<file path="config.mk">
export PLATFORM = sky130hd
export DESIGN_NAME = mvb_delim_detect
export DESIGN_NICKNAME = d
export VERILOG_FILES = /design/src/rtl/mvb_delim_detect.sv
export SDC_FILE = /design/constraint.sdc
export NUM_CORES = 1
export LEC_CHECK = 0
export BUFFER_PORTS_ARGS = -buffer_cell sky130_fd_sc_hd__buf_2
export CAP_MARGIN = 5
export CORE_UTILIZATION = 27
export DETAILED_ROUTE_END_ITERATION = 12
export PLACE_DENSITY_LB_ADDON = 0.15
export RECOVER_POWER = 100
export SLEW_MARGIN = 0
export SYNTH_ARGS = -nofsm -noshare
export SYNTH_HDL_FRONTEND = slang
export SYNTH_SLANG_ARGS = --single-unit
</file>
<file path="constraint.sdc">
create_clock -name clk_24M -period 2.2 [get_ports clk_24M]
set_input_delay 0.22 -clock clk_24M [delete_from_list [all_inputs] [get_ports clk_24M]]
set_output_delay 0.22 -clock clk_24M [all_outputs]
set_load 0.1 [all_outputs]
</file>
<file path="src/rtl/mvb_delim_detect.sv">
`default_nettype none
// +----------------------------------------------------------------------------+
// | Module   : mvb_delim_detect                                                |
// | Purpose  : MVB start-delimiter detector. Synchronises and glitch-filters   |
// |            the raw Manchester line, recovers half-bit timing from edges,   |
// |            collects start bit + 8-bit delimiter and classifies the frame   |
// |            as master or slave. Feeds frame_start to the decoder.           |
// | Revision : 1.0 - initial release                                           |
// +----------------------------------------------------------------------------+
module mvb_delim_detect #(
  parameter int                  SYNC_STAGES = 2,
  parameter int                  FILTER_LEN  = 3,
  parameter int                  HALF_BIT    = 8,
  parameter int                  PAT_LEN     = 18,
  parameter logic [PAT_LEN-1:0]  MASTER_PAT  = 18'b10_11_00_01_11_00_01_01_01,
  parameter logic [PAT_LEN-1:0]  SLAVE_PAT   = 18'b10_10_10_10_00_11_10_00_11,
  parameter logic                IDLE_LEVEL  = 1'b1,
  parameter int                  IDLE_CYCLES = 48
) (
  input  logic clk_24M,
  input  logic rst,
  input  logic en,
  input  logic data_in,
  output logic rx_level,
  output logic frame_start,
  output logic frame_type,
  output logic delim_err,
  output logic busy
);

  localparam int FCNT_W = (FILTER_LEN > 1) ? $clog2(FILTER_LEN) : 1;
  localparam int HB_W   = $clog2(HALF_BIT);
  localparam int SYM_W  = $clog2(PAT_LEN + 1);
  localparam int IDL_W  = $clog2(IDLE_CYCLES + 1);

  typedef enum logic [1:0] {
    S_IDLE  = 2'd0,
    S_HUNT  = 2'd1,
    S_FRAME = 2'd2
  } state_t;

  logic [SYNC_STAGES-1:0] sync_q;
  logic                   synced;
  logic [FCNT_W-1:0]      filt_cnt;
  logic                   filt_hit;
  logic                   rx_level_d;
  logic                   rx_edge;

  state_t                 state;
  logic [HB_W-1:0]        hb_cnt;
  logic [SYM_W-1:0]       sym_cnt;
  logic [PAT_LEN-1:0]     shreg;
  logic [PAT_LEN-1:0]     shift_nxt;
  logic [IDL_W-1:0]       idle_cnt;
  logic                   strobe;
  logic                   idle_expire;

  assign synced = sync_q[SYNC_STAGES-1];

  // Metastability synchroniser for the asynchronous line.
  always_ff @(posedge clk_24M) begin
    if (!rst) sync_q <= {SYNC_STAGES{IDLE_LEVEL}};
    else      sync_q <= {sync_q[SYNC_STAGES-2:0], data_in};
  end

  // The filtered level flips only after FILTER_LEN consecutive differing samples.
  assign filt_hit = (synced != rx_level) && (filt_cnt == FCNT_W'(FILTER_LEN - 1));

  // Glitch filter: any sample equal to the current level restarts the count.
  always_ff @(posedge clk_24M) begin
    if (!rst) begin
      rx_level <= IDLE_LEVEL;
      filt_cnt <= '0;
    end else if (synced == rx_level) begin
      filt_cnt <= '0;
    end else if (filt_hit) begin
      rx_level <= synced;
      filt_cnt <= '0;
    end else begin
      filt_cnt <= filt_cnt + 1'b1;
    end
  end

  // Delayed copy of the filtered level; an edge is the cycle rx_level changes.
  always_ff @(posedge clk_24M) begin
    if (!rst) rx_level_d <= IDLE_LEVEL;
    else      rx_level_d <= rx_level;
  end

  assign rx_edge     = (rx_level != rx_level_d);
  // An edge reloads the phase counter, so it also suppresses the sample.
  assign strobe      = (hb_cnt == HB_W'(HALF_BIT/2 - 1)) && !rx_edge;
  assign shift_nxt   = {shreg[PAT_LEN-2:0], rx_level};
  assign idle_expire = !rx_edge && (idle_cnt == IDL_W'(IDLE_CYCLES - 1));

  // Delimiter FSM: hunt for the pattern, then ignore frame data until the bus idles.
  always_ff @(posedge clk_24M) begin
    if (!rst) begin
      state       <= S_IDLE;
      hb_cnt      <= '0;
      sym_cnt     <= '0;
      shreg       <= '0;
      idle_cnt    <= '0;
      frame_start <= 1'b0;
      frame_type  <= 1'b0;
      delim_err   <= 1'b0;
      busy        <= 1'b0;
    end else begin
      frame_start <= 1'b0;
      delim_err   <= 1'b0;
      if (!en) begin
        state    <= S_IDLE;
        hb_cnt   <= '0;
        sym_cnt  <= '0;
        idle_cnt <= '0;
        busy     <= 1'b0;
      end else begin
        case (state)
          S_IDLE: begin
            hb_cnt   <= '0;
            idle_cnt <= '0;
            sym_cnt  <= '0;
            if (rx_edge && (rx_level != IDLE_LEVEL)) begin
              // The leading half of the start bit looks like idle and yields no
              // edge, so it is entered here as the first received symbol.
              state   <= S_HUNT;
              busy    <= 1'b1;
              shreg   <= {{(PAT_LEN-1){1'b0}}, IDLE_LEVEL};
              sym_cnt <= SYM_W'(1);
            end
          end

          S_HUNT: begin
            if (rx_edge)                                hb_cnt <= '0;
            else if (hb_cnt == HB_W'(HALF_BIT - 1))     hb_cnt <= '0;
            else                                        hb_cnt <= hb_cnt + 1'b1;
            idle_cnt <= rx_edge ? '0 : idle_cnt + 1'b1;

            if (idle_expire) begin
              delim_err <= 1'b1;
              state     <= S_IDLE;
              busy      <= 1'b0;
            end else if (strobe) begin
              shreg   <= shift_nxt;
              sym_cnt <= sym_cnt + 1'b1;
              if (sym_cnt == SYM_W'(PAT_LEN - 1)) begin
                state <= S_FRAME;
                if (shift_nxt == MASTER_PAT) begin
                  frame_start <= 1'b1;
                  frame_type  <= 1'b0;
                end else if (shift_nxt == SLAVE_PAT) begin
                  frame_start <= 1'b1;
                  frame_type  <= 1'b1;
                end else begin
                  delim_err   <= 1'b1;
                end
              end
            end
          end

          S_FRAME: begin
            hb_cnt   <= '0;
            sym_cnt  <= '0;
            idle_cnt <= rx_edge ? '0 : idle_cnt + 1'b1;
            if (idle_expire) begin
              state <= S_IDLE;
              busy  <= 1'b0;
            end
          end

          default: begin
            state <= S_IDLE;
            busy  <= 1'b0;
          end
        endcase
      end
    end
  end

endmodule
`default_nettype wire

</file>
# Word level (Yosys, flattened, before mapping)
# Cells that the tools add are included.
[totals]
rom_bits = 0
latch_bits = 0
mem_count = 0
out_inout_bits = 5
input_bits = 4
register_bits = 43
ramBits = 0
[op_classes]
multipliers = 0
addsub = 4
n_bitwise = 8
muxes = 31
n_reduce_logical = 23
shift = 0
n_eq_ne = 19
magnitude_cmp = 0
n_div = 0
[op_table]
columns = ["cell", "n"]
rows = [
  ["17-bit two-way mux", 3],
  ["18-bit == test (second input constant)", 2],
  ["17-bit case mux with 2 select lines", 1],
  ["5-bit case mux with 3 select lines", 1],
  ["1-bit two-way mux", 12],
  ["6-bit case mux with 2 select lines", 1],
  ["2-bit two-way mux", 5],
  ["5-bit two-way mux", 2],
  ["2-bit inequality test (second input constant)", 4],
  ["1-bit NOT", 8],
  ["2-bit nonzero test", 4],
  ["6-bit by 1-bit adder with 6-bit output (second input constant)", 1],
  ["6-bit == test (second input constant)", 1],
  ["3-bit two-way mux", 2],
  ["6-bit two-way mux", 1],
  ["3-bit inequality test (second input constant)", 2],
  ["2-bit case mux with 3 select lines", 1],
  ["3-bit case mux with 2 select lines", 1],
  ["2-bit AND reduction", 3],
  ["3-bit AND reduction", 2],
  ["6-bit AND reduction", 1],
  ["6-bit OR reduction", 1],
  ["5-bit by 1-bit adder with 5-bit output (second input constant)", 1],
  ["5-bit == test (second input constant)", 1],
  ["other kinds (18)", 24],
]

# Depth between registers and ports, before layout
# Gate-level depths: netlist of the first run.
[logic_depth]
ltp_word = 6
depth_mapped = 9
ltp_nobuf = 7

# Least setup slack after synthesis of the first run
# Ideal clock, no wire load.
[synth_path]
path_kind = "register -> register"
startpoint = "register rx_level"
endpoint = "register shreg[16]"
setup_slack_ns = -0.604
path_stages_with_launch = 10
arrival_ns = 2.676
t_required_ns = 2.072
n_path_buf = 2
synth_period_minus_slack_ns = 2.804
setup_ns = 0.128
cell_sequence = "dfxtp_1 inv_1 ha_1 and4b_1 a31oi_1 and4_1 buf_4 buf_4 a22oi_1 nor2_1"
[synth_between]
elab_chain_cells = 5
word_cells_on_any_way = 10
cone_classes = "4 x eq/ne; 1 x bitwise; 5 x reduce/logical"
[synth_rtl]
columns = ["item", "line", "source"]
rows = [
  ["from (decl)", "24", "output logic rx_level,"],
  ["from (signal assigned)", "77", "rx_level <= synced;"],
  ["1-bit inequality test", "90", "assign rx_edge = (rx_level != rx_level_d);"],
  ["1-bit logical NOT", "92, 94", ""],
  ["1-bit logical AND, on equally long branches", "94, 92", ""],
  ["2-bit inequality test (no source line)", "-", ""],
  ["5-bit AND reduction (no source line) *", "-", ""],
  ["to (signal assigned)", "128", "shreg <= {{(PAT_LEN-1){1'b0}}, IDLE_LEVEL};"],
  ["to (signal assigned)", "144", "shreg <= shift_nxt;"],
  ["to (decl)", "52", "logic [PAT_LEN-1:0] shreg;"],
]
# Every way passes the cells marked *; elsewhere a longest branch is shown, timed or not.
# A chain may end at the register's enable or synchronous reset.

# Worst setup path after layout of the first run
[layout_path]
startpoint = "register hb_cnt[0]"
endpoint = "register state[0]"
[layout_between]
elab_chain_cells = 4
[layout_rtl]
columns = ["item", "line", "source"]
rows = [
  ["from (decl)", "50", "logic [HB_W-1:0] hb_cnt;"],
  ["from (signal assigned)", "136", "else hb_cnt <= hb_cnt + 1'b1;"],
  ["3-bit by 2-bit == test with 1-bit output", "92", "assign strobe = (hb_cnt == HB_W'(HALF_BIT/2 - 1)) && !rx_edge;"],
  ["1-bit logical AND", "92", ""],
  ["3-bit inequality test (no source line)", "-", ""],
  ["4-bit AND reduction (no source line)", "-", ""],
  ["to (signal assigned)", "99", "state <= S_IDLE;"],
  ["to (signal assigned)", "112", "state <= S_IDLE;"],
  ["to (signal assigned)", "126", "state <= S_HUNT;"],
  ["to (decl)", "49", "state_t state;"],
]
# Every way passes these cells.

==> results_dict.tcl, run 1 <==
set metrics [dict create \
    rows 30 \
    fin_cells 316 \
    core-area_mm2 0.00683 \
    cts_sinks 43 \
    post-route-util 0.319 \
    grtUsageTotal 0.120 \
    register_area_um2 865 \
    io_buffers 8 \
    rrSetupSlack_ns 0.16 \
    area_growth_pct 14.1 \
    grt_pass1_wl_um 6910 \
    finalMaxSlewViolations 0 \
    multi_input_area_um2 987 \
    dieHeight_um 86.1 \
    ant_nets 0 \
    syn_area_mm2 0.00191 \
    synth_nets 222 \
    reg2reg_from "hb_cnt[0]" \
    tns_ns 0 \
    path_class "reg -> reg" \
    drt_iter0_markers 54 \
    use_met3 0.0385 \
    cts_buffers 5 \
    grt_pass1_vias 1439 \
    maxCapViolCount 0 \
    wl_per_cell_um 12.5 \
    r2r_end "state[0]" \
    fp.dieW_um 86.1 \
    finalHoldViolCount 0 \
    io_pins 9 \
    grtUsageMet2 0.189 \
    num_vias 1487 \
    worstPathMaxFanout 4 \
    drive_gt1_frac 0.0909 \
    synth_cell_types 44 \
    clk_pin_slew_ns 0.08 \
    worstRegToRegCells 7 \
    ctsHoldBuffers 0 \
    holdPathEnd "sync_q[0]" \
    routabilityCongestion 0.728 \
    dr.pass1.iters 4 \
    start_util 0.280 \
    layout.nets 235 \
    diodes 0 \
    hold_depth 2 \
    place_hpwl_um 2810 \
    synth_edf_count 0 \
    tightest_slew_ns 1.18 \
    leakagePower_nw 0.785 \
    dieArea_mm2 0.00742 \
    fin_crit_sh 0.928 \
    cts_resized 0 \
    gr-max-usage-layer "met2" \
    clkLatencyLatePin_ns 0.30 \
    gr-total-overflow 0 \
    drc 0 \
    synthCells 206 \
    rsz0062_at_grt "no" \
    clock_skew_ns 0.0116 \
    cts_root_buffer "clkbuf_8" \
    crit_required_ns 2.42 \
    final_common_cell "dfxtp_1" \
    period_minus_slack_ns 2.04 \
    avgSynthCellArea_um2 9.28 \
    vias_per_cell 4.71 \
    startpoint_type "flip-flop" \
    grt_use_met1 0.156 \
    async_flop_share 0 \
    hold_class "in -> reg" \
    cts_tree "built" \
    htree_num_levels 2 \
    ir_worst_vdd_uv 175 \
    timing.fmax_mhz 490 \
    crit_arrival_ns 2.26 \
    ys_seq_area_frac 0.450 \
    layout_common_cells "42 x dfxtp_1, 32 x nor2_1, 16 x a22oi_1" \
    postCtsSetupRepairBufs 0 \
    grt_max_degree 19 \
    maxSlewHeadroom 0.214 \
    power_density_mw_per_mm2 607 \
    status "complete, no violations" \
    fillers 755 \
    worstSetupEndpointType "flip-flop" \
    cts_max_path_buffers 2 \
    fin_total_pwr_mw 1.32 \
    yosysWarnings 0 \
    setup_violations 0 \
    placed_cells 308 \
    antenna_found_initial 0 \
    synth_flop_cell "dfxtp_1" \
    min_from "data_in" \
    ys_ff_latch 43 \
    wirelength_um 3960 \
]
## power by group
part           internal (mW)  switching [mW]  total [mW]
clock network          0.227           0.291       0.518
logic                0.00720          0.0175      0.0247
registers              0.779         0.00118       0.780
total                   1.01           0.309        1.32
## layout make-up
class / count / share of cell area
multi-input cells: 145 / 0.453
flip-flops and latches: 43 / 0.396
well taps: 96 / 0.0551
repair buffers: 13 / 0.0344
clock buffers: 5 / 0.0316
inverters: 11 / 0.0189
clock inverters: 3 / 0.0109
## state kept, by name (all words and copies together) (netlist names)
name	count
busy	1
delim_err	1
filt_cnt	2
frame_start	1
frame_type	1
hb_cnt	3
idle_cnt	6
rx_level	1
rx_level_d	1
shreg	17
state	2
sym_cnt	5
sync_q	2
## cell usage after synthesis (all sizes together) (3+ instances only)
cell type	instances	share of area
clkbuf	3	0.0059
nor4b	3	0.014
nor2b	3	0.0098
a21oi	4	0.010
buf	4	0.013
inv	10	0.020
xor2	5	0.023
ha	12	0.079
o21ai	4	0.012
nor3	5	0.013
nand4	5	0.016
a211oi	4	0.018
dfxtp	43	0.45
o211a	3	0.016
nand3	8	0.021
xnor2	3	0.014
nand2	12	0.025
nor2	32	0.063
a22oi	16	0.063
nand2b	3	0.0098
## worst max-delay path, cell delays in order (launching register included)
cell and delay (ns):
dfxtp_1 0.36, ha_1 0.19, ha_1 0.18, nand2_2 0.09
or4_1 0.53, a21o_1 0.22, a21bo_1 0.19, a211oi_2 0.20
## kinds of logic (layout without fill, tap and decap cells)
kind of cell	after synthesis	in the layout	synth area share
compound gates	43	43	0.175
xor+xnor	8	8	0.0367
fa+ha+maj	12	12	0.0785
buf+inv	18	32	0.0406
flops	43	43	0.450
simple gates	82	82	0.219
## through the flow
stage	cell area [um2]	worst slack (ns)	hold slack, ns
after global routing	2180	0.0413	0.109
after global placement	2100	0.152	0.389
after floorplan	1930	0.0617	0.290
after CTS	2190	0.116	0.113
final	2180	0.159	0.121
after detailed placement	2100	0.133	0.404
## worst max path at each step
| stage | depth (start not counted) | end | from | slack [ns] |
|---|---|---|---|---|
| after CTS | 7 | shreg[5] | rx_level | 0.12 |
| after floorplan | 9 | shreg[16] | rx_level | 0.06 |
| after global routing | 8 | sym_cnt[3] | state[1] | 0.04 |
| after global placement | 7 | state[0] | hb_cnt[0] | 0.15 |
| final | 7 | state[0] | hb_cnt[0] | 0.16 |
| after detailed placement | 6 | shreg[0] | rx_level | 0.13 |
## routing by layer
| layer | up-vias | share of wire |
|---|---|---|
| met1 | 700 | 0.52 |
| met3 | 6 | 0.031 |
| met4 | 0 | 0.015 |
| met2 | 16 | 0.44 |
| met5 | - | 0 |
| li1 | 765 | - |
No activity file was read; power rests on OpenSTA's default activity.
==> inputs of run 2 (changes only) <==
--- a/config.mk
+++ b/config.mk
@@ -7,6 +7,8 @@
 export LEC_CHECK = 0
 export BUFFER_PORTS_ARGS = -buffer_cell sky130_fd_sc_hd__buf_2
 export CAP_MARGIN = 5
+export CELL_PAD_IN_SITES_DETAIL_PLACEMENT = 1
+export CELL_PAD_IN_SITES_GLOBAL_PLACEMENT = 1
 export CORE_UTILIZATION = 27
 export DETAILED_ROUTE_END_ITERATION = 12
 export PLACE_DENSITY_LB_ADDON = 0.15
==> results_dict.tcl, run 2 (synthesis gave the netlist of run 1 again) <==
set metrics [dict create \
    ir_worst_vdd_uv 182 \
    gr-total-overflow 0 \
    cts_max_path_buffers 2 \
    fillers 832 \
    layout_common_cells "42 x dfxtp_1, 32 x nor2_1, 16 x a22oi_1" \
    timing.fmax_mhz 487 \
    status "complete, no violations" \
    grtUsageMet2 0.223 \
    design_area_mm2 0.00219 \
    path_buf_inv 1 \
    vias_per_cell 4.81 \
    critical_path_depth 7 \
    worstSetupEndpointType "flip-flop" \
    io_buffers 8 \
    rsz0062_at_grt "no" \
    period_minus_slack_ns 2.06 \
    grtUsageTotal 0.137 \
    core-area_mm2 0.00683 \
    maxCapViolCount 0 \
    finalHoldViolCount 0 \
    diodes 0 \
    largest_reg_flops 17 \
    antenna_found_initial 1 \
    reg2reg_from "rx_level" \
    leakagePower_nw 0.794 \
    crit_family "compound AO/OA/AOI/OAI gates" \
    dr.pass1.iters 4 \
    use_met3 0.0395 \
    area_growth_pct 14.5 \
    cp-startpoint "rx_level" \
    post_dp_cell_area_mm2 0.00210 \
    ant_nets 0 \
    wirelength_um 4520 \
    cts_buffers 5 \
    htree_num_levels 2 \
    clkLatencyLatePin_ns 0.30 \
    grt_pass1_wl_um 7840 \
    crit_arrival_ns 2.27 \
    fin_cells 316 \
    rrSetupSlack_ns 0.14 \
    dieArea_mm2 0.00742 \
    wl_per_cell_um 14.3 \
    start_util 0.280 \
    placed_cells 308 \
    drc 0 \
    startpoint_type "flip-flop" \
    layout.nets 235 \
    fin_crit_sh 0.934 \
    cts_tree "built" \
    register_area_um2 865 \
    worstPathMaxFanout 5 \
    path_cells "inv_2 > ha_4 > nand2_2 > or4_1 > a21o_1 > a21bo_1 > a211oi_1" \
    routabilityCongestion 0.724 \
    regMostFlops "shreg" \
    hold_class "in -> reg" \
    clk_pin_slew_ns 0.09 \
    drt_iter0_markers 32 \
    grt_use_met1 0.173 \
    tns_ns 0 \
    reg_top3 "shreg: 17 flops, idle_cnt: 6 flops, sym_cnt: 5 flops" \
    power_density_mw_per_mm2 613 \
    drive_gt1_frac 0.0955 \
    postCtsSetupRepairBufs 0 \
    finalMaxSlewViolations 0 \
    maxSlewHeadroom 0.214 \
    multi_input_area_um2 995 \
    clock_skew_ns 0.00905 \
    crit_path_top_delay_cell "or4_1" \
    gr-max-usage-layer "met2" \
    fp.dieW_um 86.1 \
    place_hpwl_um 3280 \
    cts_sinks 43 \
    tightest_slew_ns 1.18 \
    worstRegToRegCells 7 \
    io_pins 9 \
    rows 30 \
    crit_required_ns 2.41 \
    grt_pass1_vias 1578 \
    setup_violations 0 \
    r2r_end "state[0]" \
    dieHeight_um 86.1 \
    cts_root_buffer "clkbuf_8" \
    setup.worst_path.end "state[0]" \
    grt_max_degree 18 \
    path_class "reg -> reg" \
    num_vias 1521 \
    slowest_delay_ns 0.50 \
    final_common_cell "dfxtp_1" \
]
## run 2: worst register-to-register path, stage by stage, from the launching register on
cell and delay [ns]:
dfxtp_4 0.38, inv_2 0.07, ha_4 0.29, nand2_2 0.10, or4_1 0.51, a21o_1 0.22
a21bo_1 0.19, a211oi_1 0.22
## run 2: worst min-delay path by stage
stage | slack (ns) | startpoint | end | depth (start not counted)
floorplan | 0.29 | rst | rx_level_d | 1
global placement | 0.41 | filt_cnt[0] | filt_cnt[0] | 1
detailed placement | 0.40 | sync_q[0] | sync_q[1] | 1
CTS | 0.09 | data_in | sync_q[0] | 2
global route | 0.08 | data_in | sync_q[0] | 2
finish | 0.09 | data_in | sync_q[0] | 2
## run 2: final cells by class
| cell class | count | share of cell area |
|---|---|---|
| multi-input cells | 145 | 0.455 |
| flip-flops and latches | 43 | 0.395 |
| repair buffers | 13 | 0.0343 |
| well taps | 96 | 0.0549 |
| clock inverters | 3 | 0.0109 |
| clock buffers | 5 | 0.0314 |
| inverters | 11 | 0.0189 |
## run 2: metrics by stage
stage          utilization  power (mW)  worst slack, ns  hold WS [ns]
2_1_floorplan            -       0.813           0.0617         0.290
3_5_place_dp         0.308       0.824           0.0582         0.400
4_1_cts              0.321        1.37           0.0298        0.0852
5_1_grt              0.320        1.41           0.0664        0.0788
6_report             0.320        1.34            0.145        0.0944
3_3_place_gp         0.308       0.825            0.136         0.405
## run 2: repair_timing
action	CTS	global route
setup endpoints to repair	0	17
hold buffers	0	0
gates resized for setup	0	2
## run 2: power breakdown
group          switching, mW  internal, mW  leakage [nW]  total, mW
logic                 0.0175       0.00722         0.398     0.0247
registers            0.00141         0.779         0.347      0.780
clock network          0.307         0.228        0.0486      0.535
## run 2: per-layer routing
metal  vias to the layer above  wire length (um)  share of wire
met5                         -                11         0.0024
li1                        766                 -              -
met4                         2                61          0.013
met2                        13              2070           0.46
met3                         9               145          0.032
met1                       731              2230           0.49
